## src/rtl/ctrl_ascensor_if.sv

```systemverilog
// Request and car-position counter bus between the button logic,
// the up/down counter and the elevator sequencing controller.
interface ctrl_ascensor_if;
  logic       req_valid;
  logic [3:0] req_floor;
  logic       req_err;
  logic [3:0] cnt_q;
  logic       cnt_enb;
  logic       cnt_modo;
  logic       cnt_load;
  logic [3:0] cnt_data;

  modport master (
    output req_valid, req_floor, cnt_q,
    input  req_err, cnt_enb, cnt_modo,
    input  cnt_load, cnt_data
  );

  modport slave (
    input  req_valid, req_floor, cnt_q,
    output req_err, cnt_enb, cnt_modo,
    output cnt_load, cnt_data
  );
endinterface

```

## src/rtl/ctrl_ascensor.sv

```systemverilog
// Elevator sequencing controller: SCAN scheduling of latched floor
// requests, one counter step per floor, timed door-open interval.
module ctrl_ascensor #(
  parameter int NUM_FLOORS  = 8,
  parameter int STEP_CYCLES = 2,
  parameter int DOOR_CYCLES = 4
) (
  input  logic                  clk,
  input  logic                  rst,
  ctrl_ascensor_if.slave        bus,
  output logic                  door_open,
  output logic                  moving,
  output logic                  dir_up,
  output logic [NUM_FLOORS-1:0] pending
);

  typedef enum logic [2:0] {
    INIT, IDLE, TRAVEL, PULSE, CHECK, DOOR
  } state_t;

  localparam int MAXC = (STEP_CYCLES > DOOR_CYCLES) ?
                        STEP_CYCLES : DOOR_CYCLES;
  localparam int TW = $clog2(MAXC + 1);
  localparam logic [4:0]    NF      = 5'(NUM_FLOORS);
  localparam logic [TW-1:0] STEP_LD = TW'(STEP_CYCLES - 1);
  localparam logic [TW-1:0] DOOR_LD = TW'(DOOR_CYCLES - 1);

  state_t                state, state_n;
  logic [TW-1:0]         tmr, tmr_n;
  logic                  dir_n;
  logic                  err_q, err_n;
  logic [NUM_FLOORS-1:0] pend_n;

  logic [15:0] pend16, set16, clr16;
  logic        cur_ok, at_pend, up_any, dn_any;
  logic        fwd, back;
  logic        req_ok, req_here, hold;
  logic        set, clr;

  // 16-bit view of the bitmap so a 4-bit floor always indexes it
  assign pend16   = 16'(pending);
  assign cur_ok   = {1'b0, bus.cnt_q} < NF;
  assign at_pend  = cur_ok && pend16[bus.cnt_q];
  assign up_any   = |(pend16 & (16'hFFFE << bus.cnt_q));
  assign dn_any   = |(pend16 & ~(16'hFFFF << bus.cnt_q));
  assign fwd      = dir_up ? up_any : dn_any;
  assign back     = dir_up ? dn_any : up_any;
  assign req_ok   = bus.req_valid &&
                    ({1'b0, bus.req_floor} < NF);
  assign req_here = req_ok && (bus.req_floor == bus.cnt_q);
  assign hold     = (state == IDLE) || (state == DOOR);

  always_comb begin
    state_n = state;
    tmr_n   = tmr;
    dir_n   = dir_up;
    clr     = 1'b0;
    set     = 1'b0;
    err_n   = 1'b0;
    unique case (state)
      INIT: state_n = IDLE;
      IDLE: begin
        if (!cur_ok) begin
          state_n = INIT;
        end else if (at_pend || req_here) begin
          clr     = at_pend;
          state_n = DOOR;
          tmr_n   = DOOR_LD;
        end else if (fwd) begin
          state_n = TRAVEL;
          tmr_n   = STEP_LD;
        end else if (back) begin
          dir_n   = ~dir_up;
          state_n = TRAVEL;
          tmr_n   = STEP_LD;
        end
      end
      TRAVEL: begin
        if (tmr == '0) state_n = PULSE;
        else           tmr_n   = tmr - 1'b1;
      end
      PULSE: state_n = CHECK;
      CHECK: begin
        if (!cur_ok) begin
          state_n = INIT;
        end else if (at_pend) begin
          clr     = 1'b1;
          state_n = DOOR;
          tmr_n   = DOOR_LD;
        end else if (fwd) begin
          state_n = TRAVEL;
          tmr_n   = STEP_LD;
        end else begin
          state_n = IDLE;
        end
      end
      DOOR: begin
        if (req_here)        tmr_n   = DOOR_LD;
        else if (tmr == '0)  state_n = IDLE;
        else                 tmr_n   = tmr - 1'b1;
      end
      default: state_n = INIT;
    endcase
    if (state != INIT) begin
      err_n = bus.req_valid && !req_ok;
      set   = req_ok && !(req_here && hold);
    end
  end

  // a stop clears its own bit even if requested on the same edge
  assign set16  = set ? (16'd1 << bus.req_floor) : 16'd0;
  assign clr16  = clr ? (16'd1 << bus.cnt_q) : 16'd0;
  assign pend_n = (pending | set16[NUM_FLOORS-1:0]) &
                  ~clr16[NUM_FLOORS-1:0];

  always_ff @(posedge clk or posedge rst) begin
    if (rst) begin
      state   <= INIT;
      tmr     <= '0;
      dir_up  <= 1'b1;
      pending <= '0;
      err_q   <= 1'b0;
    end else begin
      state   <= state_n;
      tmr     <= tmr_n;
      dir_up  <= dir_n;
      pending <= pend_n;
      err_q   <= err_n;
    end
  end

  assign bus.cnt_load = (state == INIT);
  assign bus.cnt_data = 4'd0;
  assign bus.cnt_enb  = (state == PULSE);
  assign bus.cnt_modo = dir_up;
  assign bus.req_err  = err_q;
  assign door_open    = (state == DOOR);
  assign moving       = (state == TRAVEL) ||
                        (state == PULSE)  ||
                        (state == CHECK);

endmodule

```

## src/flat_wrapper.sv

```systemverilog
// flat-port wrapper written by rule: the top's interface ports become plain ports
module ctrl_ascensor_flat 
#(
  parameter int NUM_FLOORS  = 8,
  parameter int STEP_CYCLES = 2,
  parameter int DOOR_CYCLES = 4
)
  (clk, rst, door_open, moving, dir_up, pending, bus_req_valid, bus_req_floor, bus_cnt_q, bus_req_err, bus_cnt_enb, bus_cnt_modo, bus_cnt_load, bus_cnt_data);
  ctrl_ascensor_if bus_i ();
  input  logic clk;
  input  logic rst;
  output logic door_open;
  output logic moving;
  output logic dir_up;
  output logic [NUM_FLOORS-1:0] pending;
  input wire logic [$bits(bus_i.req_valid)-1:0] bus_req_valid;
  input wire logic [$bits(bus_i.req_floor)-1:0] bus_req_floor;
  input wire logic [$bits(bus_i.cnt_q)-1:0] bus_cnt_q;
  output wire logic [$bits(bus_i.req_err)-1:0] bus_req_err;
  output wire logic [$bits(bus_i.cnt_enb)-1:0] bus_cnt_enb;
  output wire logic [$bits(bus_i.cnt_modo)-1:0] bus_cnt_modo;
  output wire logic [$bits(bus_i.cnt_load)-1:0] bus_cnt_load;
  output wire logic [$bits(bus_i.cnt_data)-1:0] bus_cnt_data;
  assign bus_i.req_valid = bus_req_valid;
  assign bus_i.req_floor = bus_req_floor;
  assign bus_i.cnt_q = bus_cnt_q;
  assign bus_req_err = bus_i.req_err;
  assign bus_cnt_enb = bus_i.cnt_enb;
  assign bus_cnt_modo = bus_i.cnt_modo;
  assign bus_cnt_load = bus_i.cnt_load;
  assign bus_cnt_data = bus_i.cnt_data;
  ctrl_ascensor #(.NUM_FLOORS(NUM_FLOORS), .STEP_CYCLES(STEP_CYCLES), .DOOR_CYCLES(DOOR_CYCLES)) u_core (.clk(clk), .rst(rst), .bus(bus_i), .door_open(door_open), .moving(moving), .dir_up(dir_up), .pending(pending));
endmodule
```

## config.mk

```make
export PLATFORM = sky130hd
export DESIGN_NAME = ctrl_ascensor_flat
export DESIGN_NICKNAME = d
export VERILOG_FILES = /design/src/rtl/ctrl_ascensor_if.sv /design/src/rtl/ctrl_ascensor.sv /design/src/flat_wrapper.sv
export SDC_FILE = /design/constraint.sdc
export NUM_CORES = 1
export LEC_CHECK = 0
export BUFFER_PORTS_ARGS = -buffer_cell sky130_fd_sc_hd__buf_2
export CAP_MARGIN = 20
export CELL_PAD_IN_SITES_DETAIL_PLACEMENT = 2
export CELL_PAD_IN_SITES_GLOBAL_PLACEMENT = 2
export CORE_ASPECT_RATIO = 1.25
export CORE_UTILIZATION = 33
export DETAILED_ROUTE_END_ITERATION = 7
export PLACE_DENSITY_LB_ADDON = 0.1
export SETUP_SLACK_MARGIN = 0.1
export SLEW_MARGIN = 10
export SYNTH_ARGS = -nofsm -noshare
export SYNTH_HDL_FRONTEND = slang
export SYNTH_SLANG_ARGS = --single-unit
```

## constraint.sdc

```tcl
create_clock -name clk -period 5.75 [get_ports clk]
set_clock_uncertainty 0.05 [all_clocks]
set_input_delay 1.15 -clock clk [delete_from_list [all_inputs] [get_ports clk]]
set_output_delay 1.15 -clock clk [all_outputs]
set_load 0.02 [all_outputs]
```

# [Word level (Yosys, flattened, before mapping)]
# Cells that the tools add are included.
[op_classes] add_sub_neg=1 magnitude_cmp=3 eq_ne=14 shift=4 mux=34 bitwise_logic=9 n_reduce_logical=21
[op_table] op="two-way mux 3 bit" n=18
[op_table] op="AND 8 x 16 -> 16 bit" n=2
[op_table] op="OR reduction 16 bit" n=2
[op_table] op="<< shifter 16 x 4 -> 16 bit (first input constant)" n=2
[op_table] op="one-hot mux 3 bit (6 select lines)" n=1
[op_table] op="two-way mux 8 bit" n=2
[op_table] op="NOT 16 bit" n=1
[op_table] op="<< shifter 1 x 4 -> 8 bit (first input constant)" n=2
[op_table] op="one-hot mux 3 bit (4 select lines)" n=1
[op_table] op="AND reduction 5 bit" n=2
[op_table] op="two-way mux 1 bit" n=9
[op_table] op="AND 8 bit" n=1
[op_table] op="< comparator 4 bit (second input constant)" n=2
[op_table] op="inequality test 2 x 1 -> 1 bit (second input constant)" n=4
[op_table] op="NOT 8 bit" n=1
[op_table] op="bitwise OR 8 bit" n=1
[op_table] op="== test 3 x 2 -> 1 bit (second input constant)" n=2
[op_table] op="== test 3 bit (second input constant)" n=2
[op_table] op="logical AND 1 bit" n=6
[op_table] op="zero test 3 bit" n=2
[op_table] op="< comparator 4 x 5 -> 1 bit (second input constant)" n=1
[op_table] op="inequality test 5 bit (second input constant)" n=1
[op_table] op="binary-select mux 1 bit (select 4 bit)" n=1
[op_table] op="== test 4 bit" n=1
[op_table] op="13 further kinds" n=19
[totals] reg_bits=16 inputBits=11 out_inout_bits=19

# [Logic depth before layout (Yosys ltp)]
# Gate-level depths: netlist (run 1).
[logic_depth] word_depth=10 mapped_depth=8

# [Least setup slack after synthesis (run 1)]
# No wires, ideal clock.
[synth_path] kind="input to register" start="input port bus_cnt_q[3]" end="register u_core.tmr[2]" t_arrival_ns=2.617 setup_slack_ns=2.959 stages=6 n_path_buf=1 cell_sequence="or3b_4 or4_4 buf_6 a21oi_4 nor4b_1 a211o_1"
[synth_between] elab_chain_len=9
[synth_lines] element="start: declaration" line="flat_wrapper.sv:18" text="input wire logic [$bits(bus_i.cnt_q)-1:0] bus_cnt_q;"
[synth_lines] element="<< shifter 16 x 4 -> 16 bit" line="ctrl_ascensor.sv:45" text="assign dn_any = |(pend16 & ~(16'hFFFF << bus.cnt_q));"
[synth_lines] element="NOT 16 bit" line="ctrl_ascensor.sv:45"
[synth_lines] element="AND 8 x 16 -> 16 bit" line="ctrl_ascensor.sv:45"
[synth_lines] element="OR reduction 16 bit" line="ctrl_ascensor.sv:45"
[synth_lines] element="two-way mux 1 bit" line="ctrl_ascensor.sv:46" text="assign fwd = dir_up ? up_any : dn_any;"
[synth_lines] element="two-way mux 3 bit" line="ctrl_ascensor.sv:69" text="end else if (fwd) begin"
[synth_lines] element="two-way mux 3 bit" line="ctrl_ascensor.sv:65" text="end else if (at_pend || req_here) begin"
[synth_lines] element="two-way mux 3 bit" line="ctrl_ascensor.sv:63" text="if (!cur_ok) begin"
[synth_lines] element="one-hot mux 3 bit (4 select lines)" line="ctrl_ascensor.sv:60" text="unique case (state)"
[synth_lines] element="end signal: assignment" line="ctrl_ascensor.sv:125" text="tmr <= tmr_n;"
[synth_lines] element="end: declaration" line="ctrl_ascensor.sv:29" text="logic [TW-1:0] tmr, tmr_n;"
# Several ways; a longest one is shown, not always the timed one. The select of a mux whose other input is x is not followed.
# A chain may end at the register's enable or synchronous reset.

# [Worst setup path in the final report (run 1)]
[layout_path] start="input port bus_cnt_q[1]" end="register u_core.pending[7]"
[layout_between] elab_chain_len=10
[layout_lines] element="binary-select mux 1 bit (select 4 bit)" line="ctrl_ascensor.sv:43" text="assign at_pend = cur_ok && pend16[bus.cnt_q];"
[layout_lines] element="two-way mux 1 bit (not written as such)" line="ctrl_ascensor.sv:43"
[layout_lines] element="logical AND 1 bit" line="ctrl_ascensor.sv:43"
[layout_lines] element="logical OR 1 bit" line="ctrl_ascensor.sv:65"
[layout_lines] element="two-way mux 1 bit" line="ctrl_ascensor.sv:65"
[layout_lines] element="two-way mux 1 bit" line="ctrl_ascensor.sv:63"
[layout_lines] element="one-hot mux 1 bit (2 select lines)" line="ctrl_ascensor.sv:60"
[layout_lines] element="two-way mux 8 bit" line="ctrl_ascensor.sv:112" text="assign clr16 = clr ? (16'd1 << bus.cnt_q) : 16'd0;"
[layout_lines] element="NOT 8 bit" line="ctrl_ascensor.sv:114" text="~clr16[NUM_FLOORS-1:0];"
[layout_lines] element="AND 8 bit (*)" line="ctrl_ascensor.sv:113" text="assign pend_n = (pending | set16[NUM_FLOORS-1:0]) &"
[layout_lines] element="via u_core.pend_n[7]" line="ctrl_ascensor.sv:32" text="logic [NUM_FLOORS-1:0] pend_n;"
[layout_lines] element="end signal: assignment" line="ctrl_ascensor.sv:127" text="pending <= pend_n;"
[layout_lines] element="end: declaration" line="ctrl_ascensor.sv:14" text="output logic [NUM_FLOORS-1:0] pending"
# The timed path passes the listed nets; every way through them passes the cells marked *. The select of a mux whose other input is x is not followed.

==> flow_summary.yaml, run 1 <==
yosys:
  synth_compound_area_share_pct: 30.2
  synth_area_per_cell_sq_um: 7.90
  synthMuxAreaShare_pct: 4.29
  synthArstFlopShare_pct: 100
  synth_cells: 181
  ys_types: 49
  seq_area_frac_synth_pct: 28.1
  ys_ff_latch: 16
  synth_top_flop_cell: "dfrtp_1"
  synth_edf_count: 0
  yosys.area_share.xor_xnor_pct: 2.45
  yosys_warnings: 0
  yosys.area_share.simple_pct: 22.6
  synth_top_family_by_area: "compound AO/OA/AOI/OAI gates"
  synth_fa_ha_area_share_pct: 1.75
  synthesis.area_sq_um: 1430
critical_path:
  cp.arrival_ns: 3.07
  cp_max_fo: 17
  startpoint_type: "input port"
  endpoint: "u_core.pending[7]$_DFF_PP0_"
  crit_family: "simple AND/OR/NAND/NOR gates"
  ff2ff_path_depth: 6
  path_buf_inv: 1
  regToRegSetupSlack_ns: 3.48
  worstPathCellList: "buf_2, mux2_2, a2bb2oi_1, nand3_1, nor4_1, a31oi_1"
  slowest_delay_ns: 0.67
  crit_type: "in2reg"
  cp.required_ns: 5.82
  critPathCaptureType: "flop"
  cp_num_cells: 6
  cp-startpoint: "bus_cnt_q[1]"
  r2r-start: "u_core.pending[5]$_DFF_PP0_"
  cp_slowest_cell: "nor4_1"
  r2r_end: "u_core.tmr[2]$_DFFE_PP0P_"
layout:
  final_cell_mix: "buf_2 (25), a21oi_1 (16), dfrtp_1 (15)"
  area_delta_synth_final_pct: 11.5
  nets: 211
  mostFrequentLayoutCell: "buf_2"
  fill_cells: 504
  layout-drive-gt1-share_pct: 19.3
  antenna_cells: 0
  final_cells: 253
worst_hold_path:
  hold_depth: 1
  min_path_type: "reg2reg"
route:
  drt.antenna.violating_nets: 0
  viasPerCell: 5.74
  drtIter0Drc: 84
  drc: 0
  dr.pass1.iters: 4
  wl_per_cell_um: 18.9
  vias: 1452
  finalWirelength_um: 4780
cts:
  clock-sinks: 16
  cts.clk_slew.worst_paths_ns: 0.07
  h-tree-depth: 1
  cts_setup_buffers: 0
  cts_resized: 0
  cts_tree: "done"
  numCtsBuffers: 3
  cts-root-buf: "clkbuf_8"
  worstSkewPairLatency_ns: 0.26
  cts.path.max_buffers: 2
  cts.hold.buffers_added: 0
grt:
  grt_pass1_wl_um: 7880
  grt_max_degree: 18
  grt_pass1_vias: 1580
  gr-total-overflow: 0
  antenna_found_initial: 0
  grt_usage_pct: 23.2
place:
  gp_congestion: 0.801
  dp_worst_setup_slack_ns: 2.49
  dpl.hpwl_um: 3700
  port_buffers: 25
  dp.cells: 249
sta:
  finalSetupTns_ns: 0
  slew_headroom_pct: 51.9
  rsz0062_at_grt: "false"
  setup_slack_ns: 2.75
  drv_slew: 0
  fmax_mhz: 333
  worst_pin_slew_ns: 0.716
  setup_violations: 0
  finalCritPeriodShare_pct: 52.3
  report.final.hold_viol_count: 0
  fin_crit_ns: 3.00
die:
  die_x_um: 60.9
  start_util_pct: 34.6
  die_h_um: 75.6
  num_io_pins: 30
  core_sq_um: 4130
  die_area_sq_um: 4600
  rows: 26
power_and_ir_drop:
  power_density_nw_per_um2: 552
  vdd_drop_max_uv: 150
  leakage_nw: 0.702
run_status:
  status: "completed"
flow_run:
  maxCapViolations: 0
==> state kept, by name (all words and copies together), names as in the netlist <==
register / flops
u_core.tmr: 3
u_core.bus.cnt_modo: 1
u_core.pending: 8
u_core.bus.req_err: 1
u_core.state: 3
==> through the flow <==
step	utilization (%)	hold WS [ns]	cell area, sq um	power (mW)
floorplan	-	0.438	1440	0.613
global placement	37.3	0.455	1540	0.753
detailed placement	37.3	0.478	1540	0.778
CTS	38.6	0.496	1600	0.888
global route	38.6	0.533	1600	0.951
finish	38.6	0.493	1600	0.881
==> logic make-up after synthesis <==
group / Yosys count
fa+ha+maj: 2
other cells: 1
mux: 6
simple gates: 59
flops: 16
compound gates: 63
xor+xnor: 4
buf+inv: 30
==> power by group <==
group / leakage (nW) / switching [mW] / internal [mW]
logic: 0.480 / 0.304 / 0.194
registers: 0.194 / 0.109 / 0.167
clock network: 0.0288 / 0.0459 / 0.0610
total: 0.702 / 0.459 / 0.422
==> how the worst min path moves through the flow <==
stage | startpoint | endpoint | slack (ns)
final | u_core.tmr[1]$_DFFE_PP0P_ | u_core.tmr[1]$_DFFE_PP0P_ | 0.49
after global routing | u_core.tmr[1]$_DFFE_PP0P_ | u_core.tmr[1]$_DFFE_PP0P_ | 0.53
after CTS | u_core.tmr[1]$_DFFE_PP0P_ | u_core.tmr[1]$_DFFE_PP0P_ | 0.50
after detailed placement | u_core.tmr[1]$_DFFE_PP0P_ | u_core.tmr[1]$_DFFE_PP0P_ | 0.48
after global placement | u_core.tmr[2]$_DFFE_PP0P_ | u_core.tmr[2]$_DFFE_PP0P_ | 0.46
after floorplan | u_core.tmr[1]$_DFFE_PP0P_ | u_core.tmr[1]$_DFFE_PP0P_ | 0.44
==> worst reg2reg max path: stages, from the launching register on <==
cell      delay, ns
dfrtp_1        0.46
a211oi_1       0.29
nor3_1         0.10
nor4_2         0.50
mux2i_1        0.24
o211ai_1       0.37
a211o_1        0.19
==> Yosys cell counts (all sizes together), types with 2 or more instances <==
| cell type | number | area (sq um) |
|---|---|---|
| a21oi | 17 | 96.4 |
| mux2i | 5 | 50.1 |
| a211oi | 3 | 22.5 |
| nor2 | 14 | 55.1 |
| inv | 14 | 52.6 |
| o211ai | 2 | 15.0 |
| buf | 10 | 73.8 |
| nand3 | 4 | 20.0 |
| nor3b | 4 | 30.0 |
| a41oi | 2 | 17.5 |
| a31oi | 9 | 56.3 |
| a311oi | 3 | 26.3 |
| nor2b | 6 | 37.5 |
| a21boi | 2 | 15.0 |
| nor3 | 8 | 40.0 |
| o21ai | 11 | 55.1 |
| nand2b | 2 | 12.5 |
| clkbuf | 6 | 22.5 |
| nand2 | 11 | 41.3 |
| a22oi | 2 | 20.0 |
| dfrtp | 15 | 375 |
| a211o | 2 | 17.5 |
| o31ai | 2 | 15.0 |
| xor2 | 3 | 26.3 |
| nor4 | 5 | 37.5 |
| ha | 2 | 25.0 |
==> layout make-up <==
class                           count  area, sq um  share of cell area, %
Clock buffer                        4         55.1                   3.45
Inverter                           14         52.6                   3.29
Multi-Input combinational cell    138          891                   55.8
Timing Repair Buffer               25          125                   7.84
Tap cell                           56         70.1                   4.39
Sequential cell                    16          402                   25.2
==> routing by layer <==
layer	vias to the layer above	track usage [%]	routed length, um
met5	-	0	0
met4	0	7.83	67
met3	7	2.38	92
met2	20	44.4	2590
met1	731	26.2	2030
li1	694	-	-
No activity file was read; power rests on OpenSTA's default activity.
==> inputs of run 2 (changes only) <==
--- a/config.mk
+++ b/config.mk
@@ -10,7 +10,7 @@
 export CELL_PAD_IN_SITES_DETAIL_PLACEMENT = 2
 export CELL_PAD_IN_SITES_GLOBAL_PLACEMENT = 2
 export CORE_ASPECT_RATIO = 1.25
-export CORE_UTILIZATION = 33
+export CORE_UTILIZATION = 31
 export DETAILED_ROUTE_END_ITERATION = 7
 export PLACE_DENSITY_LB_ADDON = 0.1
 export SETUP_SLACK_MARGIN = 0.1
==> constraint.sdc (replaced) <==
create_clock -name clk -period 3 [get_ports clk]
set_clock_uncertainty 0.05 [all_clocks]
set_input_delay 0.6 -clock clk [delete_from_list [all_inputs] [get_ports clk]]
set_output_delay 0.6 -clock clk [all_outputs]
set_load 0.02 [all_outputs]
==> flow_summary.yaml, run 2 (synthesis results as in run 1) <==
run_status:
  status: "completed"
layout:
  largest-register: "u_core.pending"
  antenna_cells: 0
  final_cell_mix: "buf_2 (25), a21oi_1 (16), dfrtp_1 (15)"
  nets: 214
  largest_reg_flops: 8
  area_delta_synth_final_pct: 13.3
  final_cells: 258
  layout-drive-gt1-share_pct: 20.5
  largestRegisters: "u_core.pending: 8 flops, u_core.state: 3 flops, u_core.tmr: 3 flops"
  mostFrequentLayoutCell: "buf_2"
critical_path:
  cp.required_ns: 3.12
  cp.arrival_ns: 2.53
  r2r-start: "u_core.state[0]$_DFFE_PP0P_"
  crit_type: "in2reg"
  startpoint_type: "input port"
  critPathCaptureType: "flop"
  ff2ff_path_depth: 6
  cp_max_fo: 17
  cp_slowest_cell: "o311ai_0"
  crit_family: "compound AO/OA/AOI/OAI gates"
  path_buf_inv: 1
  r2r_end: "u_core.pending[6]$_DFF_PP0_"
  slowest_delay_ns: 0.43
  regToRegSetupSlack_ns: 0.77
  cp_num_cells: 7
  worstPathCellList: "buf_2, nor2_2, o311ai_0, and4_1, mux2i_1, a211o_1, a31oi_1"
cts:
  cts_setup_buffers: 0
  numCtsBuffers: 3
  cts.clk_slew.worst_paths_ns: 0.07
  cts_tree: "done"
  h-tree-depth: 1
  cts-root-buf: "clkbuf_8"
  worstSkewPairLatency_ns: 0.26
  cts.path.max_buffers: 2
  clock-sinks: 16
  cts.hold.buffers_added: 0
  cts_resized: 0
die:
  die_h_um: 77.9
  num_io_pins: 30
  die_x_um: 62.8
  core_sq_um: 4430
  rows: 27
  die_area_sq_um: 4890
  start_util_pct: 32.3
power_and_ir_drop:
  total_power_mw: 1.69
  p_int_mw: 0.818
  p_comb_share_pct: 56.5
  vdd_drop_max_uv: 394
  clkPwrFrac_pct: 12.0
  leakage_nw: 0.718
  power_density_nw_per_um2: 1040
  p_switching_mw: 0.868
  switching_share_pct: 51.5
  seqPwrFrac_pct: 31.5
sta:
  rsz0062_at_grt: "false"
  worst_pin_slew_ns: 0.722
  fmax_mhz: 415
  setup_slack_ns: 0.592
  finalSetupTns_ns: 0
  fin_crit_ns: 2.41
  finalCritPeriodShare_pct: 80.3
  slew_headroom_pct: 51.8
  setup_violations: 0
  report.final.hold_viol_count: 0
  drv_slew: 0
route:
  drt.antenna.violating_nets: 0
  drc: 0
  wl_per_cell_um: 19.0
  dr.pass1.iters: 4
  finalWirelength_um: 4900
  viasPerCell: 5.64
  drtIter0Drc: 77
  vias: 1456
grt:
  grt_usage_pct: 21.5
  grt_pass1_vias: 1589
  grt_pass1_wl_um: 8140
  grt_max_degree: 18
  gr-total-overflow: 0
  antenna_found_initial: 0
place:
  gp_congestion: 0.808
  dpl.hpwl_um: 3780
  port_buffers: 25
  dp_worst_setup_slack_ns: 0.319
  dp.cells: 254
flow_run:
  maxCapViolations: 0
worst_hold_path:
  min_path_type: "in2async"
## run 2: changes by cell type in the layout (fill, tap and decap cells not counted)
cell	change
buf_4	+3
## run 2: layout make-up
class                      count  area (sq um)
sequential                    16           402
tap                           58          72.6
multi-input combinational    138           891
clock buffer                   4          55.1
fill                         547          2810
inverter                      14          52.6
timing repair buffer          28           148
## run 2: worst max path at each step
| stage | endpoint | start |
|---|---|---|
| after detailed placement | u_core.state[1]$_DFFE_PP0P_ | bus_cnt_q[1] |
| after global placement | u_core.state[1]$_DFFE_PP0P_ | bus_cnt_q[1] |
| after floorplan | u_core.tmr[2]$_DFFE_PP0P_ | bus_cnt_q[3] |
| after global routing | u_core.state[0]$_DFFE_PP0P_ | bus_cnt_q[1] |
| final | u_core.state[0]$_DFFE_PP0P_ | bus_cnt_q[1] |
| after CTS | u_core.state[0]$_DFFE_PP0P_ | bus_cnt_q[1] |
## run 2: through the flow
| step | area (sq um) | hold WS [ns] | utilization (%) |
|---|---|---|---|
| 2_1_floorplan | 1440 | 0.438 | - |
| 3_5_place_dp | 1570 | 0.470 | 35.4 |
| 3_3_place_gp | 1570 | 0.453 | 35.4 |
| 5_1_grt | 1620 | 0.435 | 36.6 |
| 6_report | 1620 | 0.405 | 36.6 |
| 4_1_cts | 1620 | 0.420 | 36.6 |
## run 2: per-layer routing
layer | global-route usage, % | routed length (um) | vias up
met2 | 44.6 | 2740 | 17
li1 | - | - | 699
met3 | 1.76 | 84 | 4
met1 | 22.8 | 2040 | 736
met5 | 0 | 0 | -
met4 | 4.19 | 35 | 0
## run 2: power by group through the flow
stage	Clock (mW)	Combinational [mW]	Sequential, mW
global placement	0	0.937	0.528
finish	0.202	0.953	0.532
floorplan	0	0.675	0.501
CTS	0.209	0.967	0.533
detailed placement	0	0.963	0.537
global route	0.221	1.06	0.560
## run 2: worst register-to-register path, stage by stage (launching register included)
cell	delay [ns]
dfrtp_1	0.72
nor3_1	0.16
nand2b_1	0.21
a311o_1	0.35
nor4_1	0.39
a21oi_1	0.13
a21oi_1	0.14
==> inputs of run 3 (changes only) <==
==> constraint.sdc (replaced) <==
create_clock -name clk -period 2.5 [get_ports clk]
set_clock_uncertainty 0.05 [all_clocks]
set_input_delay 0.5 -clock clk [delete_from_list [all_inputs] [get_ports clk]]
set_output_delay 0.5 -clock clk [all_outputs]
set_load 0.02 [all_outputs]
==> flow_summary.yaml, run 3 (synthesis results as in run 1) <==
run_status:
  status: "completed"
layout:
  antenna_cells: 0
  layout-drive-gt1-share_pct: 25.5
  final_cell_mix: "buf_2 (25), a21oi_1 (16), buf_4 (15)"
  largestRegisters: "u_core.pending: 8 flops, u_core.state: 3 flops, u_core.tmr: 3 flops"
  mostFrequentLayoutCell: "buf_2"
  ff_latch_area_sq_um: 403
  nets: 226
  largest-register: "u_core.pending"
  multi_input_comb_area_sq_um: 891
  fill_cells: 544
  area_delta_synth_final_pct: 19.7
  largest_reg_flops: 8
power_and_ir_drop:
  vdd_drop_max_uv: 453
  p_int_mw: 1.05
  p_comb_share_pct: 60.7
  leakage_nw: 0.776
  clkPwrFrac_pct: 11.5
  power_density_nw_per_um2: 1260
  seqPwrFrac_pct: 27.8
  total_power_mw: 2.15
  switching_share_pct: 51.1
  p_switching_mw: 1.10
critical_path:
  r2r_end: "u_core.state[1]$_DFFE_PP0P_"
  r2r-start: "u_core.state[1]$_DFFE_PP0P_"
  worstPathCellList: "buf_4, nor2b_1, nand2_1, inv_1, buf_2"
  cp-startpoint: "u_core.state[1]$_DFFE_PP0P_"
  cp.arrival_ns: 1.65
  cp.required_ns: 1.95
  critPathCaptureType: "output pin"
  ff2ff_path_depth: 7
  path_buf_inv: 3
  cp_slowest_cell: "dfrtp_1"
  crit_family: "buffers and inverters"
  slowest_delay_ns: 0.50
  regToRegSetupSlack_ns: 0.34
  cp_max_fo: 9
  startpoint_type: "flop"
  crit_type: "reg2out"
cts:
  cts.path.max_buffers: 2
  cts.hold.buffers_added: 0
  cts_setup_buffers: 0
  numCtsBuffers: 3
  cts-root-buf: "clkbuf_8"
  h-tree-depth: 1
  cts_resized: 0
  cts.clk_slew.worst_paths_ns: 0.07
  clock-sinks: 16
  worstSkewPairLatency_ns: 0.26
  cts_tree: "done"
route:
  viasPerCell: 5.77
  vias: 1557
  drt.antenna.violating_nets: 0
  drtIter0Drc: 48
  wl_per_cell_um: 19.5
  dr.pass1.iters: 4
  finalWirelength_um: 5260
  drc: 0
sta:
  setup_slack_ns: 0.299
  setup_violations: 0
  report.final.hold_viol_count: 0
  rsz0062_at_grt: "false"
  drv_slew: 0
  worst_pin_slew_ns: 0.693
  finalSetupTns_ns: 0
  slew_headroom_pct: 53.7
  finalCritPeriodShare_pct: 88.0
  fmax_mhz: 454
  fin_crit_ns: 2.20
worst_hold_path:
  min_path_type: "in2async"
place:
  gp_congestion: 0.842
  dp_worst_setup_slack_ns: -0.0234
  port_buffers: 25
  dpl.hpwl_um: 4200
die:
  die_area_sq_um: 4890
  die_x_um: 62.8
  num_io_pins: 30
  start_util_pct: 32.3
  core_sq_um: 4430
  die_h_um: 77.9
  rows: 27
flow_run:
  maxCapViolations: 0
grt:
  grt_pass1_vias: 1744
  grt_max_degree: 17
  gr-total-overflow: 0
  grt_usage_pct: 23.8
  antenna_found_initial: 0
  grt_pass1_wl_um: 9000
run 3: final cells by class:
type / instances / share of cell area, %
tap: 58 / 4.24
sequential: 16 / 23.5
inverter: 14 / 3.07
timing repair buffer: 40 / 13.9
clock buffer: 4 / 3.22
multi-input combinational: 138 / 52.0
run 3: worst max path at each step:
| stage | end | depth (start not counted) |
|---|---|---|
| finish | door_open | 5 |
| global route | u_core.tmr[1]$_DFFE_PP0P_ | 7 |
| CTS | door_open | 5 |
| detailed placement | u_core.tmr[1]$_DFFE_PP0P_ | 8 |
| global placement | u_core.pending[5]$_DFF_PP0_ | 6 |
| floorplan | u_core.tmr[2]$_DFFE_PP0P_ | 6 |
run 3: metal layers:
metal	up-vias	global-route usage [%]	wire length (um)
li1	723	-	-
met1	791	25.3	2060
met2	33	47.5	2980
met3	10	2.06	112
met4	0	8.84	103
met5	-	0	0
run 3: power groups by stage:
stage	Clock [mW]	Combinational (mW)	Sequential [mW]
2_1_floorplan	0	0.810	0.601
3_3_place_gp	0	1.24	0.588
3_5_place_dp	0	1.30	0.602
4_1_cts	0.253	1.32	0.599
5_1_grt	0.263	1.43	0.619
6_report	0.247	1.30	0.597
run 3: stage by stage:
step	instances	hold WS, ns	instance area [sq um]	util, %
floorplan	184	0.363	1440	-
global placement	266	0.464	1660	37.4
detailed placement	266	0.490	1660	37.4
CTS	270	0.313	1710	38.6
global route	270	0.341	1710	38.7
finish	270	0.283	1710	38.7
